`src/rtl/multdiv_pkg.sv`:
```
// Shared constants and types for the iterative multiply/divide unit.
// Build option: MULTDIV_DIV_EN compiles in the divide datapath.
package multdiv_pkg;

    localparam int WIDTH = 32;
    localparam int CNT_W = 6;

    localparam logic [CNT_W-1:0] ITER_LAST = 6'd32;
    localparam logic [CNT_W-1:0] CNT_DONE  = 6'd33;

    typedef enum logic {
        OP_MULT = 1'b0,
        OP_DIV  = 1'b1
    } op_e;

endpackage

```
`src/rtl/multdiv_iter_counter.sv`:
```
// One-shot iteration counter: start->1, 1..32 step, 33 (done) -> 0 idle.
// start_done jumps straight to the done count.
module multdiv_iter_counter
    import multdiv_pkg::*;
(
    input  logic clock,
    input  logic reset,
    input  logic start,
    input  logic start_done,
    output logic running,
    output logic done
);

    logic [CNT_W-1:0] cnt_d, cnt_q;

    assign running = (cnt_q != '0) && (cnt_q <= ITER_LAST);
    assign done    = (cnt_q == CNT_DONE);

    always_comb begin
        cnt_d = cnt_q;
        if (start) begin
            cnt_d = 6'd1;
        end else if (start_done) begin
            cnt_d = CNT_DONE;
        end else if (running) begin
            cnt_d = cnt_q + 6'd1;
        end else if (done) begin
            cnt_d = '0;
        end
    end

    always_ff @(posedge clock or negedge reset) begin
        if (!reset) begin
            cnt_q <= '0;
        end else begin
            cnt_q <= cnt_d;
        end
    end

endmodule

```
`src/rtl/multdiv.sv`:
```
// Iterative signed multiply (radix-2 Booth) / divide (restoring) unit.
// Build option: MULTDIV_DIV_EN compiles in the divide datapath.
module multdiv
    import multdiv_pkg::*;
(
    input  logic             clock,
    input  logic             reset,
    input  logic             ctrl_MULT,
    input  logic             ctrl_DIV,
    input  logic [WIDTH-1:0] data_operandA,
    input  logic [WIDTH-1:0] data_operandB,
    output logic [WIDTH-1:0] data_result,
    output logic             data_exception,
    output logic             data_resultRDY
);

    localparam int AW = 2 * WIDTH + 1;

    logic             start;
    logic             load_one;
    logic             load_done;
    logic             running;
    logic             done;

    op_e              op_d, op_q;
    logic [WIDTH-1:0] opa_d, opa_q;
    logic [AW-1:0]    acc_d, acc_q;
    logic [WIDTH-1:0] res_d, res_q;
    logic             exc_d, exc_q;
    logic             rdy_d, rdy_q;

    logic [WIDTH-1:0] b_hi;
    logic [WIDTH:0]   b_ext;
    logic [WIDTH:0]   b_m;
    logic [WIDTH:0]   b_sum;
    logic [AW-1:0]    booth_next;
    logic [AW-1:0]    mult_load;
    logic [WIDTH:0]   prod_hi;
    logic             mult_ovf;

    logic [AW-1:0]    div_load;
    logic [AW-1:0]    div_next;
    logic [WIDTH-1:0] div_res;
    logic             div_exc;

    assign start = ctrl_MULT | ctrl_DIV;

    multdiv_iter_counter u_cnt (
        .clock      (clock),
        .reset      (reset),
        .start      (load_one),
        .start_done (load_done),
        .running    (running),
        .done       (done)
    );

    // Sum is formed one bit wider so a -2^(W-1) multiplicand cannot overflow
    assign b_hi       = acc_q[AW-1:WIDTH+1];
    assign b_ext      = {b_hi[WIDTH-1], b_hi};
    assign b_m        = {opa_q[WIDTH-1], opa_q};
    assign booth_next = {b_sum, acc_q[WIDTH:1]};
    assign mult_load  = {{WIDTH{1'b0}}, data_operandB, 1'b0};
    assign prod_hi    = acc_q[AW-1:WIDTH];
    assign mult_ovf   = !((&prod_hi) || !(|prod_hi));

    always_comb begin
        b_sum = b_ext;
        case (acc_q[1:0])
            2'b01:   b_sum = b_ext + b_m;
            2'b10:   b_sum = b_ext - b_m;
            default: b_sum = b_ext;
        endcase
    end

`ifdef MULTDIV_DIV_EN
    logic [WIDTH-1:0] opb_d, opb_q;
    logic [WIDTH-1:0] mag_a_in;
    logic [WIDTH-1:0] mag_b;
    logic [WIDTH-1:0] quo;
    logic [WIDTH-1:0] quo_s;
    logic [WIDTH:0]   d_rem;
    logic [WIDTH:0]   d_shift;
    logic [WIDTH+1:0] d_diff;
    logic             d_neg;
    logic             q_neg;
    logic             div_zero;
    logic             div_ovf;

    assign load_one  = start;
    assign load_done = 1'b0;

    assign mag_a_in = data_operandA[WIDTH-1] ? -data_operandA : data_operandA;
    assign mag_b    = opb_q[WIDTH-1] ? -opb_q : opb_q;
    assign div_load = {{(WIDTH+1){1'b0}}, mag_a_in};

    // Remainder sits in the top W+1 bits, quotient shifts in at the bottom
    assign d_rem    = acc_q[AW-1:WIDTH];
    assign quo      = acc_q[WIDTH-1:0];
    assign d_shift  = {d_rem[WIDTH-1:0], quo[WIDTH-1]};
    assign d_diff   = {1'b0, d_shift} - {2'b00, mag_b};
    assign d_neg    = d_diff[WIDTH+1];
    assign div_next = {d_neg ? d_shift : d_diff[WIDTH:0],
                       quo[WIDTH-2:0], ~d_neg};

    assign q_neg    = opa_q[WIDTH-1] ^ opb_q[WIDTH-1];
    assign quo_s    = q_neg ? -quo : quo;
    assign div_zero = (opb_q == '0);
    assign div_ovf  = (opa_q == {1'b1, {(WIDTH-1){1'b0}}}) && (&opb_q);

    always_comb begin
        div_res = quo_s;
        div_exc = 1'b0;
        if (div_zero) begin
            div_res = '0;
            div_exc = 1'b1;
        end else if (div_ovf) begin
            div_res = {1'b1, {(WIDTH-1){1'b0}}};
            div_exc = 1'b1;
        end
    end

    always_comb begin
        opb_d = opb_q;
        if (start) begin
            opb_d = data_operandB;
        end
    end

    always_ff @(posedge clock or negedge reset) begin
        if (!reset) begin
            opb_q <= '0;
        end else begin
            opb_q <= opb_d;
        end
    end
`else
    assign load_one  = ctrl_MULT;
    assign load_done = ctrl_DIV & ~ctrl_MULT;
    assign div_load  = mult_load;
    assign div_next  = acc_q;
    assign div_res   = '0;
    assign div_exc   = 1'b1;
`endif

    always_comb begin
        op_d  = op_q;
        opa_d = opa_q;
        acc_d = acc_q;
        res_d = res_q;
        exc_d = exc_q;
        rdy_d = 1'b0;
        if (start) begin
            op_d  = ctrl_MULT ? OP_MULT : OP_DIV;
            opa_d = data_operandA;
            acc_d = ctrl_MULT ? mult_load : div_load;
        end else if (running) begin
            acc_d = (op_q == OP_MULT) ? booth_next : div_next;
        end else if (done) begin
            rdy_d = 1'b1;
            if (op_q == OP_MULT) begin
                res_d = acc_q[WIDTH:1];
                exc_d = mult_ovf;
            end else begin
                res_d = div_res;
                exc_d = div_exc;
            end
        end
    end

    always_ff @(posedge clock or negedge reset) begin
        if (!reset) begin
            op_q  <= OP_MULT;
            opa_q <= '0;
            acc_q <= '0;
            res_q <= '0;
            exc_q <= 1'b0;
            rdy_q <= 1'b0;
        end else begin
            op_q  <= op_d;
            opa_q <= opa_d;
            acc_q <= acc_d;
            res_q <= res_d;
            exc_q <= exc_d;
            rdy_q <= rdy_d;
        end
    end

    assign data_result    = res_q;
    assign data_exception = exc_q;
    assign data_resultRDY = rdy_q;

endmodule

```
`config.mk`:
```
export PLATFORM = sky130hd
export DESIGN_NAME = multdiv
export DESIGN_NICKNAME = d
export VERILOG_FILES = /design/src/rtl/multdiv_pkg.sv /design/src/rtl/multdiv_iter_counter.sv /design/src/rtl/multdiv.sv
export SDC_FILE = /design/constraint.sdc
export NUM_CORES = 1
export LEC_CHECK = 0
export ABC_AREA = 1
export CAP_MARGIN = 20
export CORE_MARGIN = 3
export CORE_UTILIZATION = 50
export DETAILED_ROUTE_END_ITERATION = 8
export PLACE_DENSITY = 0.72
export REMOVE_ABC_BUFFERS = 1
export SYNTH_ARGS = -nofsm -noshare
export SYNTH_HDL_FRONTEND = slang
export SYNTH_SLANG_ARGS = --single-unit
```
`constraint.sdc`:
```
create_clock -name clock -period 4.13 [get_ports clock]
set_clock_uncertainty 0.15 [all_clocks]
set_input_delay 1.0325 -clock clock [delete_from_list [all_inputs] [get_ports clock]]
set_output_delay 1.0325 -clock clock [all_outputs]
set_load 0.01 [all_outputs]
```
Word level (Yosys, flattened, before mapping)
Cells that the tools add are included. Widths: inputs -> output; s select.

Output and inout bits: 34. Logic and storage cells: 48. Input port bits: 68. Register bits: 138.

Order comparisons: 1. Eq/ne operators: 4. Multiplexer cells: 14. Add/sub/neg operators: 3. Bitwise gates (word level): 5. Reduce and logical (&&, ||, !) cells: 13.

Operators with widths (number): $mux 65 (3); $pmux 33 s2 (1); $add 32x32->33 (1); $reduce_and 33->1 (1); $reduce_or 33->1 (1); $sub 32x32->33 (1); $mux 32 (1); $mux 6 (4); $add 6x1->6 const B (1); $eq 6x6->1 const B (1); $le 6x6->1 const B (1); $reduce_and 3->1 (2); $reduce_bool 6->1 (1); $mux 1 (5); $reduce_bool 4->1 (1); $not 1->1 (3); $reduce_bool 3->1 (1); $eq 2x1->1 const B (1); $eq 2x2->1 const B (1); $logic_not 1->1 (2); $ne 2x2->1 const B (1); $reduce_and 2->1 (1); $reduce_bool 2->1 (1); $and 1x1->1 (1); other kinds (3) (3).

Logic depth before layout (Yosys ltp)
Gate-level depths: netlist (run 1).

Depth in word-level cells: 5. Mapped depth: 25. Depth with buffers taken out: 25.

Hierarchy
From an unflattened synthesis (run 1), not the netlist that was laid out.

Cells, all modules: 1369. Area, all modules: 9351.5 µm².

By module, submodules not included: multdiv (instances 1, cells an instance 1304, area an instance 8866.0 µm², seq. area each 3303.2 µm²); multdiv_iter_counter (instances 1, cells an instance 65, area an instance 485.5 µm², seq. area each 150.1 µm²).

Worst setup path after synthesis (run 1)
Ideal clock, no wire load.

Path type: reg-to-reg. Start: register acc_q[0]. End: register acc_q[64]. Slack: 1.238 ns. Arrival time: 2.621 ns. Stages on the path, launching flop included: 19. Data required time: 3.860 ns. Period minus slack after synthesis: 2.892 ns. Path through: dfrtp_1 inv_1 ha_1 clkbuf_1 inv_1 clkbuf_1 nand2_1 xnor2_1 inv_1 ha_1 or2_2 nand3_1 nand2_1 nand2_1 nand2_1 a21oi_1 nand3_1 nand3_1 nand2_1.

Word-level cells in the longest chain between the ends: 5. Elaborated cells between the ends (all ways): 8.

Ends and longest elaborated chain: start: declaration (line multdiv.sv:27) `logic [AW-1:0] acc_d, acc_q;`; start signal: assignment (line multdiv.sv:174) `acc_q <= '0;`; start signal: assignment (line multdiv.sv:181) `acc_q <= acc_d;`; $eq 2x2->1 or $eq 2x1->1 (tied branches) (line multdiv.sv:68) `case (acc_q[1:0])`; $pmux 33 s2 (line multdiv.sv:68); $mux 65 (line multdiv.sv:157) `acc_d = (op_q == OP_MULT) ? booth_next : div_next;`; $mux 65 (line multdiv.sv:156) `end else if (running) begin`; $mux 65 (line multdiv.sv:152) `if (start) begin`.

Several ways; a longest one is shown, not always the timed one. The select of a mux whose other input is x is not followed. A chain may end at the register's enable or synchronous reset.

Final worst setup path (run 1)
Start: register opa_q[0]. End: register acc_q[63].

Word-level cells in the longest chain between the ends: 5. Elaborated cells between the ends (all ways): 6.

Ends and longest elaborated chain: start: declaration (line multdiv.sv:26) `logic [WIDTH-1:0] opa_d, opa_q;`; start signal: assignment (line multdiv.sv:180) `opa_q <= opa_d;`; $sub 32x32->33 or $add 32x32->33 (tied branches) (line multdiv.sv:70, multdiv.sv:69); $pmux 33 s2 (*) (line multdiv.sv:68); $mux 65 (*) (line multdiv.sv:157); $mux 65 (*) (line multdiv.sv:156); $mux 65 (*) (line multdiv.sv:152).

Mark *: on every way between the ends. The rest lies on a longest branch, timed or not. The select of a mux whose other input is x is not followed.

==> summary.md, run 1 <==
| Metric | Value |
|---|---|
| Max Cap Viol | `0` |
| Crit. End Element | `flop` |
| Setup tns final | `0 ns` |
| Final Setup Violations | `0` |
| Gp weighted congestion | `0.992` |
| # IOs | `102` |
| Area contributors post-synth | `dfrtp_1, nand2_1, inv_1` |
| Starting Density | `51.6%` |
| Slew Viols, Final | `0` |
| Number of flops mapped to enable cells by yosys | `0` |
| Avg Synthesized Cell Area | `7.02 um2` |
| WS Path Type | `flop to flop` |
| Pwr/cell area | `470 nW/um2` |
| Crit-path max cell delay | `0.38 ns` |
| Clock Tree Buf Depth | `2` |
| Detail Route Antenna Nets | `0` |
| Die X-Extent | `143 um` |
| Sequential area share after synthesis | `36.7%` |
| Synth Register Bits | `138` |
| Tightest Pin Transition | `0.917 ns` |
| Relative slew slack | `38.8%` |
| WL per Instance | `15.3 um` |
| Drt first pass iters | `5` |
| Power, Total | `5.29 mW` |
| Synth warnings | `0` |
| Fmax | `287 MHz` |
| Primary FF master, synth | `dfrtp_1` |
| Antenna diode count | `0` |
| CP Data Arrival Time | `3.65 ns` |
| LEAKAGE | `5.78 nW` |
| Remaining DRCs | `0` |
| DIE AREA | `20500 um2` |
| CTS buffer count | `17` |
| Critical Path Most Common Cell | `nand2_1` |
| Hold Crit Class | `flop to flop` |
| Port-buffer cells | `101` |
| Crit share post-route | `84.4%` |
| Vias | `8806` |
| Synthesis-to-finish area growth | `19.7%` |
| GR Util All Layers | `26.0%` |
| Top cells by count, synth | `nand2_1, inv_1, dfrtp_1, nor2_1, o21ai_0` |
| Maximum VDD drop | `0.389 mV` |
| Clk sinks | `138` |
| Crit-path cells | `inv_1 -> ha_1 -> nand2_1 -> nor2_2 -> nand3_2 -> o21ai_2 -> o21ai_0 -> xnor2_1 -> ha_1 -> a21oi_1 -> o21ai_0 -> inv_1 -> nand2_1 -> a21oi_1 -> nand2_1 -> nand2_1 -> nand3_1 -> nand2_1 -> nand2_1` |
| Largest net degree at the start of global routing | `83` |
| Asr flop ratio synth | `100%` |
| Crit-path max FO | `5` |
| First-pass GRT wire length | `42700 um` |
| Outcome | `completed` |
| Gates resized, CTS repair | `0` |
| Total grt overflow | `0` |
| CTS Root Cell | `clkbuf_16` |
| Initial antenna violation count | `0` |
| Minimum clock period | `3.49 ns` |
| Unrepaired setup endpoints after global routing | `no` |
| Synth Cell Area | `9400 um2` |
| Core box area | `18200 um2` |
| Largest area contributor in the netlist | `dfrtp_1` |
| CTS tree | `yes` |
| Count leader, synth | `nand2_1` |
| Number of setup buffers added after CTS | `0` |
| Net count, final | `1536` |
| Finished Layout Cells | `1671` |
| Cell count after synthesis | `1340` |
| Hold_buf cts | `0` |
| Top-area cell type share of the netlist area | `36.7%` |
| H-tree depth | `4` |
| Required @ worst endpoint | `4.29 ns` |
| Die height | `143 um` |
| Via density | `5.27` |
| Drt first-iter violations | `600` |
| Yosys cell types | `46` |
| Post-DP HPWL | `19200 um` |
| Drt total wl | `25600 um` |
| Row count | `49` |
| Slowest cell on the critical path | `dfrtp_1` |
| Dpl cells | `1639` |
| CP Launch Type | `flop` |
| Final hold vios | `0` |
| Ratio of cells with drive above 1 in the final layout | `7.70%` |
| Vias in the first global route | `8632` |
| Worst-Skew Late Latency | `0.42 ns` |
| Reg clk slew, reported paths | `0.06 ns` |
==> area by class of cell <==
class	count	area (um2)
Clock buffer	18	439
Clock inverter	14	229
Fill cell	1646	6960
Inverter	210	788
Multi-Input combinational cell	951	4960
Sequential cell	138	3450
Tap cell	229	287
Timing Repair Buffer	111	1100
==> logic make-up after synthesis <==
| group | after synthesis | synth area share [%] |
|---|---|---|
| AO/OA/AOI/OAI | 234 | 15.5 |
| XOR/XNOR | 36 | 3.35 |
| adder cells (fa/ha/maj) | 39 | 5.27 |
| buffers and inverters | 251 | 10.6 |
| flip-flops | 138 | 36.7 |
| AND/OR/NAND/NOR | 642 | 28.6 |
==> report_power, final <==
| part | leakage (nW) | internal [mW] | total [mW] | switching, mW |
|---|---|---|---|---|
| logic | 3.72 | 0.719 | 1.85 | 1.13 |
| clock network | 0.320 | 1.10 | 1.73 | 0.629 |
| registers | 1.74 | 1.55 | 1.71 | 0.156 |
==> sequential cells by signal, summed over array words and instances (netlist names) <==
name / cells
op_q: 1
opa_q: 32
acc_q: 65
data_exception: 1
u_cnt.cnt_q: 6
data_result: 32
data_resultRDY: 1
==> through the flow <==
| step | cell area (um2) | hold WS [ns] | utilization, % | worst slack (ns) |
|---|---|---|---|---|
| final | 11300 | 0.337 | 61.8 | 0.643 |
| after global placement | 10600 | 0.314 | 58.1 | 0.688 |
| after floorplan | 9200 | 0.327 | - | 0.596 |
| after global routing | 11300 | 0.352 | 61.8 | 0.280 |
| after CTS | 11300 | 0.337 | 61.8 | 0.657 |
| after detailed placement | 10600 | 0.320 | 58.1 | 0.677 |
==> final timing paths <==
| kind | cells after the start | endpoint | from | slack (ns) |
|---|---|---|---|---|
| min in group asynchronous | 1 | acc_q[11]$_DFFE_PN0P_ | reset | 0.50 |
| hold reg to reg | 2 | data_result[0]$_DFFE_PN0P_ | data_result[0]$_DFFE_PN0P_ | 0.34 |
| hold / removal | 2 | data_result[0]$_DFFE_PN0P_ | data_result[0]$_DFFE_PN0P_ | 0.34 |
| setup / recovery | 19 | acc_q[63]$_DFFE_PN0P_ | opa_q[0]$_DFFE_PN0N_ | 0.64 |
| max in group asynchronous | 2 | data_result[18]$_DFFE_PN0P_ | reset | 2.51 |
| setup reg to reg | 19 | acc_q[63]$_DFFE_PN0P_ | opa_q[0]$_DFFE_PN0N_ | 0.64 |
==> worst max-delay path, delay by kind of cell (launching register included) <==
kind,cells,cell delay [ns]
AOI/OAI and AO/OA,5,0.93
xor gates and xnor gates,1,0.28
buffers and inverters,2,0.17
DFF,1,0.38
adders and majority gates,2,0.53
and+or+nand+nor,9,0.93
==> metal layers <==
layer	track usage (%)	vias up	share of wire (%)	wire, um
met5	0	-	0	0
met4	7.60	0	2.2	561
met3	7.54	39	6.8	1740
met2	42.4	231	46	11700
met1	33.9	4093	45	11500
li1	-	4443	-	-
==> cell usage in the layout (no fill, tap or decap), drive strengths merged, types with 3 or more instances in the layout <==
master / count
nand2: 440
inv: 215
dfrtp: 138
o21ai: 129
nor2: 101
clkdlybuf4s50: 100
nand3: 52
a21oi: 51
ha: 38
o211ai: 35
xor2: 27
clkbuf: 18
nor3: 16
nand4: 14
buf: 11
nor4: 10
xnor2: 9
o22ai: 6
or2: 6
bufinv: 5
o21bai: 3
o31ai: 3
Note: power is estimated with default switching activity, not from simulation.
==> inputs of run 2 (changes only) <==
clock period = 3.4 ns   (was 4.13 ns; I/O delays follow)
==> run 2 against run 1 <==
  * Register-to-register slack got worse by 0.46 ns
  * Non-clock buffer count up 9
  * Die area stayed put
  * Total power is 21% higher
  * Hold slack worse by 0.099 ns
  * Sequential share of layout area down 0.70 points
  * First-iteration DRC count shrank 1.2%
==> summary.md, run 2 (synthesis results as in run 1) <==
| Metric | Value |
|---|---|
| Crit-path cells | `inv_2 -> ha_1 -> nand2_1 -> nor2_4 -> nand3_4 -> nand2_1 -> o21ai_0 -> xor2_1 -> ha_1 -> nand2_2 -> inv_1 -> nand2_1 -> nand2_1 -> a21oi_2 -> nor2_1 -> nor2_1 -> nand2_1 -> nand2_1 -> nand3_1 -> nand2_1 -> nand2_1` |
| Crit-path max cell delay | `0.39 ns` |
| Storage cell area | `3450 um2` |
| Crit-path max FO | `5` |
| Power, Total | `6.39 mW` |
| WS Path Type | `flop to flop` |
| Gp weighted congestion | `0.951` |
| Total grt overflow | `0` |
| Tightest Pin Transition | `0.910 ns` |
| LEAKAGE | `5.84 nW` |
| Max Cap Viol | `0` |
| Maximum VDD drop | `0.381 mV` |
| Hold_buf cts | `0` |
| H-tree depth | `4` |
| RR Endpoint | `acc_q[60]$_DFFE_PN0P_` |
| Setup tns final | `0 ns` |
| Outcome | `completed` |
| Worst reg2reg path startpoint | `opa_q[1]$_DFFE_PN0N_` |
| Most frequent cells in the layout | `nand2_1, inv_1, dfrtp_1` |
| Port-buffer cells | `101` |
| Minimum clock period | `3.22 ns` |
| Remaining DRCs | `0` |
| Slew Viols, Final | `0` |
| Hold Crit Class | `input port to async pin` |
| Flop-to-flop setup slack | `0.18 ns` |
| Die height | `143 um` |
| Layout fillers | `1605` |
| Max reg flops | `65` |
| Final hold vios | `0` |
| Crit. End Element | `flop` |
| Drt first pass iters | `5` |
| Worst-Skew Late Latency | `0.43 ns` |
| Row count | `49` |
| CP Data Arrival Time | `3.39 ns` |
| Hold WS | `0.238 ns` |
| Multi-input combinational cell area | `5180 um2` |
| Via density | `5.24` |
| Initial antenna violation count | `0` |
| Slowest cell on the critical path | `dfrtp_1` |
| First-pass GRT wire length | `42500 um` |
| CTS buffer count | `17` |
| Top reg by flops | `acc_q` |
| Drt first-iter violations | `593` |
| Net count, final | `1545` |
| Core box area | `18200 um2` |
| Unrepaired setup endpoints after global routing | `yes` |
| Post-DP HPWL | `19000 um` |
| DIE AREA | `20500 um2` |
| Fmax | `311 MHz` |
| Drt total wl | `25900 um` |
| Top delay family on crit path | `simple AND/OR/NAND/NOR gates` |
| Critical Path Most Common Cell | `nand2_1` |
| Clock Tree Buf Depth | `2` |
| Ratio of cells with drive above 1 in the final layout | `11.7%` |
| Crit share post-route | `94.7%` |
| WL per Instance | `15.4 um` |
| CP Launch Type | `flop` |
| Reg clk slew, reported paths | `0.07 ns` |
| Pwr/cell area | `554 nW/um2` |
| Relative slew slack | `39.2%` |
| CTS Root Cell | `clkbuf_16` |
| Starting Density | `51.6%` |
| Synthesis-to-finish area growth | `22.5%` |
| Antenna diode count | `0` |
| Largest net degree at the start of global routing | `65` |
| Final Setup Violations | `0` |
| WP buf/inv | `2` |
| GR Util All Layers | `25.9%` |
| Detail Route Antenna Nets | `0` |
| Die X-Extent | `143 um` |
| Most common cell after layout, fill and taps aside | `nand2_1` |
| Worst r2r path cells | `21` |
| Required @ worst endpoint | `3.57 ns` |
| # IOs | `102` |
| Clk sinks | `138` |
| Vias | `8808` |
| Vias in the first global route | `8664` |
| CTS tree | `yes` |
==> run 2: cell types whose count changed in the layout (fill, tap and decap cells not counted), moves of 5 or more <==
cell,previous run,this run
a21oi_1,42,34
inv_8,1,6
nor2_2,2,11
buf_4,9,16
nand2_2,3,18
clkinv_8,0,5
inv_6,5,0
a21oi_2,9,17
ha_1,38,31
nor2_1,96,86
nand2_1,433,417
==> run 2: worst reg2reg max path, stage by stage (launching register included) <==
cell and delay (ns):
dfrtp_1 0.39, inv_2 0.10, ha_1 0.17, nand2_1 0.12, nor2_4 0.19, nand3_4 0.13
nand2_1 0.12, o21ai_0 0.10, xor2_1 0.16, ha_1 0.36, nand2_2 0.14, inv_1 0.05
nand2_1 0.06, nand2_1 0.10, a21oi_2 0.23, nor2_1 0.08, nor2_1 0.13, nand2_1 0.07
nand2_1 0.06, nand3_1 0.08, nand2_1 0.07, nand2_1 0.04
==> run 2: stage by stage <==
stage	instance area, um2	instances	setup WS [ns]	utilization (%)
4_1_cts	11300	1675	0.0282	61.8
3_5_place_dp	10600	1643	0.0326	58.3
5_1_grt	11500	1680	-0.0489	63.2
2_1_floorplan	9200	1299	0.0482	-
3_3_place_gp	10600	1643	0.0835	58.3
6_report	11500	1680	0.182	63.2
==> run 2: final cells by class <==
cell class | count | share of cell area (%)
inverter | 210 | 6.84
tap | 229 | 2.49
multi-input combinational | 951 | 45.0
timing repair buffer | 120 | 10.2
clock inverter | 15 | 1.77
sequential | 138 | 30.0
clock buffer | 17 | 3.69
==> run 2: worst max path at each step <==
stage / cells past startpoint / slack, ns / from / endpoint
floorplan: 7 / 0.05 / ctrl_DIV / data_result[23]$_DFFE_PN0P_
global placement: 25 / 0.08 / opa_q[2]$_DFFE_PN0N_ / acc_q[60]$_DFFE_PN0P_
detailed placement: 25 / 0.03 / opa_q[2]$_DFFE_PN0N_ / acc_q[60]$_DFFE_PN0P_
CTS: 25 / 0.03 / opa_q[2]$_DFFE_PN0N_ / acc_q[60]$_DFFE_PN0P_
global route: 19 / -0.05 / opa_q[9]$_DFFE_PN0N_ / acc_q[59]$_DFFE_PN0P_
finish: 21 / 0.18 / opa_q[1]$_DFFE_PN0N_ / acc_q[60]$_DFFE_PN0P_
==> run 2: repair_timing <==
| action | in CTS | in global routing |
|---|---|---|
| setup endpoints to repair | 1 | 20 |
| pin swaps | 0 | 11 |
| resized for setup | 1 | 61 |
| setup buffers | 0 | 5 |
==> run 2: routing by layer <==
metal,wire [um],track usage (%),vias up
met1,11200,32.9,4053
met4,567,8.25,0
met3,2070,7.74,36
met2,12000,42.6,258
li1,-,-,4461
met5,0,0,-
==> run 2: power breakdown <==
part | switching [mW] | internal (mW)
clock | 0.899 | 1.07
sequential | 0.195 | 1.88
combinational | 1.41 | 0.932
==> inputs of run 3 (changes only) <==
--- a/constraint.sdc
+++ b/constraint.sdc
@@ -4,2 +4,2 @@
 set_output_delay 0.85 -clock clock [all_outputs]
-set_load 0.01 [all_outputs]
+set_load 0.005 [all_outputs]
==> results of run 3 <==
Same layout as run 2 (identical final DEF). Status: completed.
Among the figures that moved: total power 6.39 mW -> 6.34 mW
